File: src/rtl/ahb_lite_master_if.sv
`default_nettype none
// ============================================================================
//  Module   : ahb_lite_master_if
//  Brief    : Command/response port and AHB-Lite bus bundle for the
//             ahb_lite_master initiator.
//  Revision : 1.0 - initial release
// ============================================================================
interface ahb_lite_master_if #(
  parameter int ADDR_W = 4
);
  // Command port
  logic              cmd_valid;
  logic              cmd_ready;
  logic              cmd_write;
  logic [ADDR_W-1:0] cmd_addr;
  logic              cmd_size;
  logic [15:0]       cmd_wdata;

  // Response port
  logic              rsp_valid;
  logic [15:0]       rsp_rdata;
  logic              rsp_err;

  // AHB-Lite bus
  logic              hsel;
  logic [ADDR_W-1:0] haddr;
  logic              hsize;
  logic [1:0]        htrans;
  logic              hwrite;
  logic [15:0]       hwdata;
  logic [15:0]       hrdata;
  logic              hready;
  logic              hresp;

  modport master (
    input  cmd_valid, cmd_write, cmd_addr, cmd_size, cmd_wdata,
    output cmd_ready,
    output rsp_valid, rsp_rdata, rsp_err,
    output hsel, haddr, hsize, htrans, hwrite, hwdata,
    input  hrdata, hready, hresp
  );

  modport slave (
    output cmd_valid, cmd_write, cmd_addr, cmd_size, cmd_wdata,
    input  cmd_ready,
    input  rsp_valid, rsp_rdata, rsp_err,
    input  hsel, haddr, hsize, htrans, hwrite, hwdata,
    output hrdata, hready, hresp
  );
endinterface
`default_nettype wire

File: src/rtl/ahb_lite_master.sv
`default_nettype none
// ============================================================================
//  Module   : ahb_lite_master
//  Brief    : AHB-Lite initiator. Buffers single read/write commands in a
//             small FIFO and issues them as pipelined NONSEQ transfers
//             (address phase A overlapping data phase D), returning one
//             in-order response per transfer. Handles wait states and the
//             two-cycle ERROR response.
//  Revision : 1.0 - initial release
// ============================================================================
module ahb_lite_master #(
  parameter int ADDR_W    = 4,
  parameter int CMD_DEPTH = 2
) (
  input  logic              clk,
  input  logic              rst,
  ahb_lite_master_if.master bus
);

  localparam int PTR_W = (CMD_DEPTH > 1) ? $clog2(CMD_DEPTH) : 1;
  localparam int CNT_W = PTR_W + 1;

  localparam logic [1:0] HTRANS_IDLE   = 2'b00;
  localparam logic [1:0] HTRANS_NONSEQ = 2'b10;

  // One queued command
  typedef struct packed {
    logic              write;
    logic [ADDR_W-1:0] addr;
    logic              size;
    logic [15:0]       wdata;
  } cmd_t;

  // Address-phase stage status. SUSPEND holds a valid command whose
  // address phase was withdrawn during the first ERROR cycle.
  typedef enum logic [1:0] {
    A_EMPTY   = 2'd0,
    A_ISSUE   = 2'd1,
    A_SUSPEND = 2'd2
  } a_state_t;

  // ---------------------------------------------------------------- FIFO
  cmd_t              fifo_mem_q [CMD_DEPTH];
  cmd_t              fifo_mem_d [CMD_DEPTH];
  logic [PTR_W-1:0]  wr_ptr_q, wr_ptr_d;
  logic [PTR_W-1:0]  rd_ptr_q, rd_ptr_d;
  logic [CNT_W-1:0]  count_q, count_d;
  cmd_t              fifo_head;
  logic              fifo_empty;
  logic              fifo_full;
  logic              push;
  logic              pop;

  // ------------------------------------------------------ A stage / bus
  a_state_t          a_state_q, a_state_d;
  logic [15:0]       a_wdata_q, a_wdata_d;
  logic [ADDR_W-1:0] haddr_q, haddr_d;
  logic              hsize_q, hsize_d;
  logic              hwrite_q, hwrite_d;
  logic [1:0]        htrans_q, htrans_d;
  logic              hsel_q, hsel_d;

  // ------------------------------------------------------------ D stage
  logic              d_valid_q, d_valid_d;
  logic              d_write_q, d_write_d;
  logic              d_size_q, d_size_d;
  logic              d_lane_q, d_lane_d;
  logic [15:0]       hwdata_q, hwdata_d;

  // ----------------------------------------------------------- response
  logic              rsp_valid_q, rsp_valid_d;
  logic              rsp_err_q, rsp_err_d;
  logic [15:0]       rsp_rdata_q, rsp_rdata_d;

  assign fifo_head  = fifo_mem_q[rd_ptr_q];
  assign fifo_empty = (count_q == '0);
  assign fifo_full  = (count_q == CNT_W'(CMD_DEPTH));

  // Pipeline, FIFO and response next-state logic
  always_comb begin
    // Hold everything unless an event below says otherwise
    fifo_mem_d  = fifo_mem_q;
    wr_ptr_d    = wr_ptr_q;
    rd_ptr_d    = rd_ptr_q;
    count_d     = count_q;
    a_state_d   = a_state_q;
    a_wdata_d   = a_wdata_q;
    haddr_d     = haddr_q;
    hsize_d     = hsize_q;
    hwrite_d    = hwrite_q;
    htrans_d    = htrans_q;
    hsel_d      = hsel_q;
    d_valid_d   = d_valid_q;
    d_write_d   = d_write_q;
    d_size_d    = d_size_q;
    d_lane_d    = d_lane_q;
    hwdata_d    = hwdata_q;
    rsp_valid_d = 1'b0;
    rsp_err_d   = 1'b0;
    rsp_rdata_d = 16'h0000;
    pop         = 1'b0;

    // Push depends only on fullness, never on a same-cycle pop
    push = bus.cmd_valid && !fifo_full;

    // Data-phase completion produces the response one cycle later
    if (bus.hready && d_valid_q) begin
      rsp_valid_d = 1'b1;
      rsp_err_d   = bus.hresp;
      if (d_write_q) begin
        rsp_rdata_d = 16'h0000;
      end else if (d_size_q) begin
        rsp_rdata_d = bus.hrdata;
      end else begin
        rsp_rdata_d = {8'h00, d_lane_q ? bus.hrdata[15:8] : bus.hrdata[7:0]};
      end
    end

    if (bus.hready) begin
      if (a_state_q == A_SUSPEND) begin
        // Second ERROR cycle: the withdrawn address was never sampled,
        // so D empties and A re-enters the address phase unchanged.
        d_valid_d = 1'b0;
        a_state_d = A_ISSUE;
        htrans_d  = HTRANS_NONSEQ;
        hsel_d    = 1'b1;
      end else begin
        // Normal advance: D <= A, A <= FIFO head
        d_valid_d = (a_state_q == A_ISSUE);
        d_write_d = hwrite_q;
        d_size_d  = hsize_q;
        d_lane_d  = haddr_q[0];
        if (a_state_q == A_ISSUE) begin
          hwdata_d = hsize_q ? a_wdata_q : {a_wdata_q[7:0], a_wdata_q[7:0]};
        end
        if (!fifo_empty) begin
          pop       = 1'b1;
          a_state_d = A_ISSUE;
          haddr_d   = fifo_head.addr;
          hsize_d   = fifo_head.size;
          hwrite_d  = fifo_head.write;
          a_wdata_d = fifo_head.wdata;
          htrans_d  = HTRANS_NONSEQ;
          hsel_d    = 1'b1;
        end else begin
          a_state_d = A_EMPTY;
          htrans_d  = HTRANS_IDLE;
          hsel_d    = 1'b0;
        end
      end
    end else if (bus.hresp && (a_state_q == A_ISSUE)) begin
      // First ERROR cycle: withdraw the pending address phase but keep
      // its fields so it can be reissued after the error completes.
      a_state_d = A_SUSPEND;
      htrans_d  = HTRANS_IDLE;
      hsel_d    = 1'b0;
    end

    if (push) begin
      fifo_mem_d[wr_ptr_q] = '{write: bus.cmd_write, addr: bus.cmd_addr,
                               size: bus.cmd_size, wdata: bus.cmd_wdata};
      wr_ptr_d = wr_ptr_q + PTR_W'(1);
    end
    if (pop) begin
      rd_ptr_d = rd_ptr_q + PTR_W'(1);
    end
    count_d = count_q + CNT_W'(push) - CNT_W'(pop);
  end

  // State registers; reset drops every queued and in-flight command
  always_ff @(posedge clk or posedge rst) begin
    if (rst) begin
      for (int i = 0; i < CMD_DEPTH; i++) begin
        fifo_mem_q[i] <= '0;
      end
      wr_ptr_q    <= '0;
      rd_ptr_q    <= '0;
      count_q     <= '0;
      a_state_q   <= A_EMPTY;
      a_wdata_q   <= '0;
      haddr_q     <= '0;
      hsize_q     <= 1'b0;
      hwrite_q    <= 1'b0;
      htrans_q    <= HTRANS_IDLE;
      hsel_q      <= 1'b0;
      d_valid_q   <= 1'b0;
      d_write_q   <= 1'b0;
      d_size_q    <= 1'b0;
      d_lane_q    <= 1'b0;
      hwdata_q    <= '0;
      rsp_valid_q <= 1'b0;
      rsp_err_q   <= 1'b0;
      rsp_rdata_q <= '0;
    end else begin
      fifo_mem_q  <= fifo_mem_d;
      wr_ptr_q    <= wr_ptr_d;
      rd_ptr_q    <= rd_ptr_d;
      count_q     <= count_d;
      a_state_q   <= a_state_d;
      a_wdata_q   <= a_wdata_d;
      haddr_q     <= haddr_d;
      hsize_q     <= hsize_d;
      hwrite_q    <= hwrite_d;
      htrans_q    <= htrans_d;
      hsel_q      <= hsel_d;
      d_valid_q   <= d_valid_d;
      d_write_q   <= d_write_d;
      d_size_q    <= d_size_d;
      d_lane_q    <= d_lane_d;
      hwdata_q    <= hwdata_d;
      rsp_valid_q <= rsp_valid_d;
      rsp_err_q   <= rsp_err_d;
      rsp_rdata_q <= rsp_rdata_d;
    end
  end

  assign bus.cmd_ready = !fifo_full;
  assign bus.rsp_valid = rsp_valid_q;
  assign bus.rsp_err   = rsp_err_q;
  assign bus.rsp_rdata = rsp_rdata_q;
  assign bus.hsel      = hsel_q;
  assign bus.haddr     = haddr_q;
  assign bus.hsize     = hsize_q;
  assign bus.htrans    = htrans_q;
  assign bus.hwrite    = hwrite_q;
  assign bus.hwdata    = hwdata_q;

endmodule
`default_nettype wire

File: src/flat_wrapper.sv
// flat-port wrapper written by rule: the top's interface ports become plain ports
module ahb_lite_master_flat 
#(
  parameter int ADDR_W    = 4,
  parameter int CMD_DEPTH = 2
)
  (clk, rst, bus_cmd_valid, bus_cmd_write, bus_cmd_addr, bus_cmd_size, bus_cmd_wdata, bus_cmd_ready, bus_rsp_valid, bus_rsp_rdata, bus_rsp_err, bus_hsel, bus_haddr, bus_hsize, bus_htrans, bus_hwrite, bus_hwdata, bus_hrdata, bus_hready, bus_hresp);
  ahb_lite_master_if #(.ADDR_W(ADDR_W)) bus_i ();
  input  logic clk;
  input  logic rst;
  input wire logic [$bits(bus_i.cmd_valid)-1:0] bus_cmd_valid;
  input wire logic [$bits(bus_i.cmd_write)-1:0] bus_cmd_write;
  input wire logic [$bits(bus_i.cmd_addr)-1:0] bus_cmd_addr;
  input wire logic [$bits(bus_i.cmd_size)-1:0] bus_cmd_size;
  input wire logic [$bits(bus_i.cmd_wdata)-1:0] bus_cmd_wdata;
  output wire logic [$bits(bus_i.cmd_ready)-1:0] bus_cmd_ready;
  output wire logic [$bits(bus_i.rsp_valid)-1:0] bus_rsp_valid;
  output wire logic [$bits(bus_i.rsp_rdata)-1:0] bus_rsp_rdata;
  output wire logic [$bits(bus_i.rsp_err)-1:0] bus_rsp_err;
  output wire logic [$bits(bus_i.hsel)-1:0] bus_hsel;
  output wire logic [$bits(bus_i.haddr)-1:0] bus_haddr;
  output wire logic [$bits(bus_i.hsize)-1:0] bus_hsize;
  output wire logic [$bits(bus_i.htrans)-1:0] bus_htrans;
  output wire logic [$bits(bus_i.hwrite)-1:0] bus_hwrite;
  output wire logic [$bits(bus_i.hwdata)-1:0] bus_hwdata;
  input wire logic [$bits(bus_i.hrdata)-1:0] bus_hrdata;
  input wire logic [$bits(bus_i.hready)-1:0] bus_hready;
  input wire logic [$bits(bus_i.hresp)-1:0] bus_hresp;
  assign bus_i.cmd_valid = bus_cmd_valid;
  assign bus_i.cmd_write = bus_cmd_write;
  assign bus_i.cmd_addr = bus_cmd_addr;
  assign bus_i.cmd_size = bus_cmd_size;
  assign bus_i.cmd_wdata = bus_cmd_wdata;
  assign bus_cmd_ready = bus_i.cmd_ready;
  assign bus_rsp_valid = bus_i.rsp_valid;
  assign bus_rsp_rdata = bus_i.rsp_rdata;
  assign bus_rsp_err = bus_i.rsp_err;
  assign bus_hsel = bus_i.hsel;
  assign bus_haddr = bus_i.haddr;
  assign bus_hsize = bus_i.hsize;
  assign bus_htrans = bus_i.htrans;
  assign bus_hwrite = bus_i.hwrite;
  assign bus_hwdata = bus_i.hwdata;
  assign bus_i.hrdata = bus_hrdata;
  assign bus_i.hready = bus_hready;
  assign bus_i.hresp = bus_hresp;
  ahb_lite_master #(.ADDR_W(ADDR_W), .CMD_DEPTH(CMD_DEPTH)) u_core (.clk(clk), .rst(rst), .bus(bus_i));
endmodule
File: config.mk
export PLATFORM = sky130hd
export DESIGN_NAME = ahb_lite_master_flat
export DESIGN_NICKNAME = d
export VERILOG_FILES = /design/src/rtl/ahb_lite_master_if.sv /design/src/rtl/ahb_lite_master.sv /design/src/flat_wrapper.sv
export SDC_FILE = /design/constraint.sdc
export NUM_CORES = 1
export LEC_CHECK = 0
export ABC_AREA = 0
export CAP_MARGIN = 15
export CORE_ASPECT_RATIO = 1.75
export CORE_MARGIN = 5
export CORE_UTILIZATION = 47
export DETAILED_ROUTE_END_ITERATION = 7
export GPL_TIMING_DRIVEN = 0
export HOLD_SLACK_MARGIN = 0.08
export PLACE_DENSITY = 0.76
export SYNTH_ARGS = -nofsm -noshare
export SYNTH_HDL_FRONTEND = slang
export SYNTH_SLANG_ARGS = --single-unit
File: constraint.sdc
create_clock -name clk -period 3.5 [get_ports clk]
set_input_delay 0.7 -clock clk [delete_from_list [all_inputs] [get_ports clk]]
set_output_delay 0.7 -clock clk [all_outputs]
set_load 0.02 [all_outputs]
### Word-level counts from Yosys, hierarchy flattened

Cells that the tools add are included.

| word-level totals | value |
|---|---|
| bits in registers | 113 |
| latch bits | 0 |
| memory bits (writable) | 0 |
| ROM bits | 0 |
| memories kept | 0 |

| operators by class | value |
|---|---|
| add/subtract/negate cells | 4 |
| multiply operators | 0 |
| div/mod/pow operators | 0 |
| $lt $le $gt $ge | 3 |
| equal/unequal tests | 3 |
| shift-type cells | 0 |
| multiplexer cells | 28 |
| bitwise logic cells | 4 |
| reductions and logical operators | 10 |

Operators by type and width:

| operator | number |
|---|---|
| two-way mux 22 bit | 4 |
| two-way mux 16 bit | 4 |
| bitwise mux 44 bit | 1 |
| demux 22 bit (select 1 bit) | 1 |
| two-way mux 2 bit | 7 |
| two-way mux 1 bit | 10 |
| two-way mux 8 bit | 1 |
| AND reduction 3 bit | 2 |
| equality test 2 bit, second input constant | 2 |
| >= comparator 2 bit, second input constant | 2 |
| logical AND 1 bit | 4 |
| NOT 1 -> 2 bit | 2 |
| adder 1 bit, second input constant | 2 |
| adder 2 x 1 -> 2 bit | 1 |
| equality test 2 x 1 -> 1 bit, second input constant | 1 |
| logical NOT 2 bit | 1 |
| < comparator 2 x 1 -> 1 bit, second input constant | 1 |
| NOT 1 bit | 2 |
| AND reduction 2 bit | 1 |
| nonzero test 2 bit | 1 |
| subtractor 2 x 1 -> 2 bit | 1 |
| logical NOT 1 bit | 1 |

### Longest topological paths before layout

Gate-level depths: netlist (run 1).

| depth | value |
|---|---|
| depth after elaboration | 6 |
| depth in mapped cells | 9 |
| mapped depth without buffers | 8 |

### Worst setup path after synthesis (run 1)

OpenSTA, ideal clock, no wires.

| path | value |
|---|---|
| path kind | input to register |
| start point | in bus_hready |
| end point | reg u_core.count_q[1] |
| library setup time | 0.125 ns |
| arrival | 1.939 ns |
| slack | 1.436 ns |
| stages on the path | 9 |
| path through | buf_2 -> nand3b_4 -> buf_2 -> inv_1 -> ha_1 -> inv_1 -> ha_1 -> xnor2_1 -> xnor2_1 |

| between the ends | value |
|---|---|
| cells in the longest elaborated chain, start to end | 2 |

Ends and longest elaborated chain:

| item | line | source |
|---|---|---|
| start: declaration | flat_wrapper.sv:27 | `input wire logic [$bits(bus_i.hready)-1:0] bus_hready;` |
| two-way mux 1 bit | ahb_lite_master.sv:119 | `if (bus.hready) begin` |
| net u_core.pop | ahb_lite_master.sv:52 | `logic pop;` |
| subtractor 2 x 1 -> 2 bit | ahb_lite_master.sv:167 | `count_d = count_q + CNT_W'(push) - CNT_W'(pop);` |
| net u_core.count_d[1] | ahb_lite_master.sv:47 | `logic [CNT_W-1:0] count_q, count_d;` |
| end signal: assignment | ahb_lite_master.sv:198 | `count_q <= count_d;` |
| end: declaration | ahb_lite_master.sv:47 |  |

The timed path passes the listed nets, and every way through them passes these cells.
A chain may end at the register's enable or synchronous reset.

==> impl_metrics.json, run 1 <==
{
  "status": "completed",
  "drt_first_pass_iters": 4,
  "cp-start-kind": "flip-flop",
  "viasPerCell": 4.95,
  "r2r_start": "u_core.count_q[1]",
  "cellLeakagePower_nw": 2.68,
  "finalSetupViolations": 0,
  "vias": 2629,
  "ctsResizeCount": 0,
  "die_area_sq_um": 12000,
  "tightest_slew_ns": 0.675,
  "final-hold-violation-count": 0,
  "yosysUniqueCellTypes": 27,
  "path_clk_slew_ns": 0.07,
  "required_ns": 2.80,
  "worstPathArrival_ns": 1.49,
  "reg2reg_depth": 9,
  "grt_start_max_net_pins": 44,
  "tns_ns": 0,
  "cts_buffer_depth": 2,
  "max_freq_mhz": 457,
  "met3_usage": 0.0280,
  "cts_hold_buffers": 0,
  "gp_congestion": 0.763,
  "grt_pass1_vias": 2877,
  "layout.nets": 450,
  "yosysWarnings": 0,
  "total_power_mw": 5.27,
  "syn_inst": 308,
  "final_cell_mix": "dfrtp_1 (110), clkdlybuf4s50_1 (84), mux2_2 (79)",
  "fill_cells": 770,
  "slowest_delay_ns": 0.59,
  "use_met1": 0.185,
  "post-cts-setup-buffer-count": 0,
  "numCtsBuffers": 9,
  "finalMaxSlewViolations": 0,
  "syn_area_sq_um": 4600,
  "rsz0062_at_grt": "no",
  "busiest_layer": "met2",
  "diodes": 0,
  "timing.final.crit_share": 0.625,
  "synth-seq-cells": 110,
  "crit_chain": "buf_4 > clkdlybuf4s50_1",
  "critPathTopFamily": "buffers and inverters",
  "clockRootBuffer": "clkbuf_16",
  "core.rowCount": 47,
  "die_w_um": 84.8,
  "grt_pass1_wl_um": 14800,
  "layout-drive-gt1-share": 0.325,
  "postLayoutCoreUtil": 0.622,
  "p_per_area_nw_per_um2": 890,
  "area_growth_pct": 28.7,
  "syn_avg_cell_area_sq_um": 14.9,
  "cts_max_level": 3,
  "cts_tree": "done",
  "routed_wl_um": 8980,
  "mostFrequentLayoutCell": "dfrtp_1",
  "clk_latency_ns": 0.34,
  "hpwl_um": 6720,
  "met2_usage": 0.287,
  "maxCapViolations": 0,
  "hp-start": "u_core.wr_ptr_q",
  "grt.overflow.total": 0,
  "path_max_fanout": 6,
  "wire_per_inst_um": 16.9,
  "vdd_drop_max_v": 0.000420,
  "drt_iter0_markers": 101,
  "ant_nets": 0,
  "min_path_cells": 1,
  "cpMaxStageDelayCell": "clkdlybuf4s50_1",
  "min_to": "u_core.wr_ptr_q",
  "reg2reg_slack_ns": 1.43,
  "finalCriticalPeriod_ns": 2.19,
  "drc": 0,
  "worstHoldPathType": "reg2reg",
  "multiInputGateArea_sq_um": 1700,
  "grt_use_total": 0.158,
  "slew_headroom": 0.550,
  "seq_area_frac_synth": 0.598,
  "path_class": "reg2out",
  "skew_ns": 0.00656,
  "end_kind": "output pin",
  "portBuffers": 84,
  "cts_sinks": 110,
  "die_h_um": 141,
  "initial_utilization": 0.483,
  "ios": 87,
  "regArea_sq_um": 2750,
  "reg2reg_to": "u_core.count_q[1]",
  "cp_num_buf_inv": 2,
  "syn_nets": 353,
  "core_sq_um": 9530,
  "antenna_found_initial": 0
}
-- how the worst max path moves through the flow --
| stage | end | slack [ns] | cells past startpoint | start |
|---|---|---|---|---|
| 6_report | bus_htrans[1] | 1.31 | 2 | u_core.a_state_q[0] |
| 5_1_grt | bus_htrans[1] | 1.25 | 2 | u_core.a_state_q[0] |
| 4_1_cts | bus_htrans[1] | 1.30 | 2 | u_core.a_state_q[0] |
| 3_5_place_dp | u_core.count_q[1] | 1.24 | 9 | bus_hready |
| 3_3_place_gp | u_core.wr_ptr_q | 0.51 | 2 | rst |
| 2_1_floorplan | u_core.count_q[1] | 1.44 | 9 | bus_hready |
-- routing by layer --
metal / share of wire / vias up / wire length [um]
met3: 0.036 / 8 / 326
met5: 0 / - / 0
met2: 0.55 / 58 / 4980
li1: - / 1246 / -
met4: 0.014 / 0 / 129
met1: 0.39 / 1317 / 3540
-- worst reg2reg max path: stages (launching register included) --
cell and delay (ns):
dfrtp_1 0.43, nor2_1 0.20, nand3b_4 0.21, buf_2 0.29, inv_1 0.08, ha_1 0.27, inv_1 0.04, ha_1 0.18
xnor2_1 0.16, xnor2_1 0.14
-- sequential cells by signal, summed over array words and instances, names as in the netlist, 2 cells and up --
register              count
u_core.fifo_mem_q        44
u_core.a_wdata_q         16
u_core.bus.hwdata        16
u_core.bus.rsp_rdata     16
u_core.bus.haddr          4
u_core.a_state_q          2
u_core.count_q            2
-- metrics by stage --
stage          instances  setup slack, ns  area [sq um]  hold slack, ns
2_1_floorplan        308             1.44          4610           0.455
5_1_grt              531             1.25          5920           0.502
6_report             531             1.31          5920           0.485
4_1_cts              531             1.30          5920           0.488
3_3_place_gp         514            0.509          5600           0.465
3_5_place_dp         516             1.24          5640           0.473
-- final cells by class --
class | count | share of cell area
clock buffer | 12 | 0.0399
buffer | 17 | 0.0207
tap | 122 | 0.0258
timing repair buffer | 86 | 0.149
multi-input combinational | 174 | 0.287
clock inverter | 3 | 0.00782
inverter | 7 | 0.00507
sequential | 110 | 0.465
-- synthesized netlist by cell type --
library cell	n	area, sq um
ha_1	2	25.0
nand3b_2	1	11.3
nand2b_1	3	18.8
and3b_1	1	8.76
nand2_1	10	37.5
a21oi_1	1	5.00
inv_1	7	26.3
nand3_1	1	5.00
and2_2	1	7.51
nand2b_4	1	13.8
o21ai_0	11	55.1
mux2_4	20	300
mux2_2	79	890
a21bo_2	1	10.0
xor2_1	1	8.76
mux2i_1	16	160
buf_6	1	11.3
and3_1	8	50.1
buf_2	9	45.0
conb_1	1	3.75
xnor2_1	3	26.3
buf_12	2	40.0
clkbuf_1	3	11.3
buf_4	2	15.0
nor2_1	12	45.0
dfrtp_1	110	2750
nand3b_4	1	20.0
-- logic make-up after synthesis --
kind of cell / synth area share
other: 0.000815
flip-flops: 0.598
AND/OR/NAND/NOR: 0.0473
XOR/XNOR: 0.00761
buffers and inverters: 0.0323
multiplexers: 0.293
adder cells (fa/ha/maj): 0.00544
AO/OA/AOI/OAI: 0.0152
-- power breakdown --
part	total [mW]	internal (mW)	switching, mW
Clock	0.977	0.553	0.424
Combinational	2.13	1.27	0.856
Sequential	2.17	1.83	0.333
Total	5.27	3.66	1.61
Power figures use the tool's default switching activity.
==> inputs of run 2 (changes only) <==
Clock period 3.5 ns to 1.9 ns, I/O delays scaled along.
==> impl_metrics.json, run 2 (synthesized netlist as in run 1, its figures left out) <==
{
  "core_sq_um": 9530,
  "path_max_fanout": 4,
  "cp-start-kind": "flip-flop",
  "grt_start_max_net_pins": 45,
  "hpwl_um": 6780,
  "worstHoldPathType": "in2reg",
  "grt.overflow.total": 0,
  "vdd_drop_max_v": 0.000690,
  "rsz0062_at_grt": "no",
  "diodes": 0,
  "vias": 2706,
  "slowest_delay_ns": 0.60,
  "met3_usage": 0.0321,
  "routed_wl_um": 9250,
  "reg2reg_slack_ns": 0.19,
  "tightest_slew_ns": 0.699,
  "end_kind": "output pin",
  "min_to": "u_core.a_state_q[1]",
  "initial_utilization": 0.483,
  "drt_iter0_markers": 92,
  "core.rowCount": 47,
  "cpMaxStageDelayCell": "clkdlybuf4s50_1",
  "cts_max_level": 3,
  "largest_register": "u_core.fifo_mem_q",
  "busiest_layer": "met2",
  "drt_first_pass_iters": 4,
  "p_per_area_nw_per_um2": 1660,
  "die_h_um": 141,
  "portBuffers": 84,
  "required_ns": 1.52,
  "r2r_start": "u_core.count_q[1]",
  "cts_hold_buffers": 0,
  "die_w_um": 84.8,
  "clk_latency_ns": 0.35,
  "crit_chain": "nand2b_4 > clkdlybuf4s50_1",
  "skew_ns": 0.00739,
  "status": "completed",
  "worstPathArrival_ns": 1.47,
  "slew_headroom": 0.534,
  "clockRootBuffer": "clkbuf_16",
  "finalSetupViolations": 0,
  "use_met1": 0.186,
  "largest_register_ffs": 44,
  "mostFrequentLayoutCell": "dfrtp_1",
  "tns_ns": 0,
  "grt_pass1_wl_um": 15300,
  "reg2reg_to": "u_core.count_q[1]",
  "maxCapViolations": 0,
  "ios": 87,
  "path_clk_slew_ns": 0.06,
  "cts_buffer_depth": 2,
  "fill_cells": 750,
  "die_area_sq_um": 12000,
  "max_freq_mhz": 541,
  "timing.final.crit_share": 0.974,
  "layout.nets": 452,
  "hp-start": "bus_hready",
  "total_power_mw": 9.93,
  "cellLeakagePower_nw": 2.71,
  "cts_sinks": 110,
  "met2_usage": 0.295,
  "wire_per_inst_um": 17.3,
  "layout-drive-gt1-share": 0.333,
  "path_class": "reg2out",
  "finalCriticalPeriod_ns": 1.85,
  "gp_congestion": 0.760,
  "viasPerCell": 5.07,
  "reg2reg_depth": 8,
  "finalMaxSlewViolations": 0,
  "final-hold-violation-count": 0,
  "antenna_found_initial": 0,
  "area_growth_pct": 29.8,
  "grt_use_total": 0.165,
  "numCtsBuffers": 9,
  "cts_tree": "done",
  "drc": 0,
  "min_path_cells": 2,
  "grt_pass1_vias": 2972,
  "ant_nets": 0,
  "final_cell_mix": "dfrtp_1 (110), clkdlybuf4s50_1 (83), mux2_2 (79)"
}
run 2: worst max path at each step:
stage / startpoint / to / slack, ns
6_report: u_core.count_q[1] / bus_cmd_ready / 0.05
5_1_grt: u_core.count_q[0] / bus_cmd_ready / 0.005
2_1_floorplan: u_core.a_state_q[0] / u_core.count_q[1] / 0.01
4_1_cts: u_core.count_q[1] / bus_cmd_ready / 0.03
3_3_place_gp: rst / u_core.wr_ptr_q / -0.78
3_5_place_dp: u_core.count_q[1] / u_core.count_q[1] / -0.09
run 2: critical path: cells and delay by family, from the launching register on:
kind | cells | cell delay (ns)
buffers and inverters | 1 | 0.60
flip-flops | 1 | 0.43
AND/OR/NAND/NOR | 1 | 0.10
run 2: repair_timing:
action | in CTS | in global routing
buffers inserted | 3 | 0
resized for setup | 1 | 0
endpoints found under the setup margin | 2 | 0
run 2: layout make-up:
| class | count | area [sq um] | share of cell area |
|---|---|---|---|
| plain buffers | 16 | 118 | 0.0197 |
| well taps | 122 | 153 | 0.0256 |
| inverters | 7 | 30.0 | 0.00503 |
| clock buffers | 11 | 233 | 0.0390 |
| multi-input cells | 174 | 1700 | 0.285 |
| flip-flops and latches | 110 | 2750 | 0.461 |
| repair buffers | 89 | 902 | 0.151 |
| clock inverters | 5 | 83.8 | 0.0140 |
run 2: through the flow:
| stage | util | cell area [sq um] | worst slack [ns] | hold slack [ns] | cells |
|---|---|---|---|---|---|
| final | 0.627 | 5970 | 0.0501 | 0.332 | 534 |
| after detailed placement | 0.592 | 5640 | -0.0875 | 0.473 | 516 |
| after floorplan | - | 4610 | 0.0123 | 0.455 | 308 |
| after global routing | 0.627 | 5970 | 0.00459 | 0.357 | 534 |
| after CTS | 0.627 | 5970 | 0.0301 | 0.319 | 534 |
| after global placement | 0.588 | 5600 | -0.782 | 0.466 | 514 |
run 2: power breakdown:
part	switching, mW	total, mW	internal (mW)
Clock	0.813	1.97	1.16
Combinational	1.58	3.94	2.36
Sequential	0.638	4.02	3.38
Total	3.03	9.93	6.90
run 2: per-layer routing:
| layer | wire length [um] | vias up |
|---|---|---|
| met1 | 3640 | 1365 |
| met2 | 5080 | 65 |
| met5 | 0 | - |
| met3 | 311 | 15 |
| li1 | - | 1261 |
| met4 | 228 | 0 |
==> inputs of run 3 (changes only) <==
Settings changed: CAP_MARGIN 15 to 30.
==> results of run 3 <==
The final DEF is identical to that of run 2; final timing and power are the same.
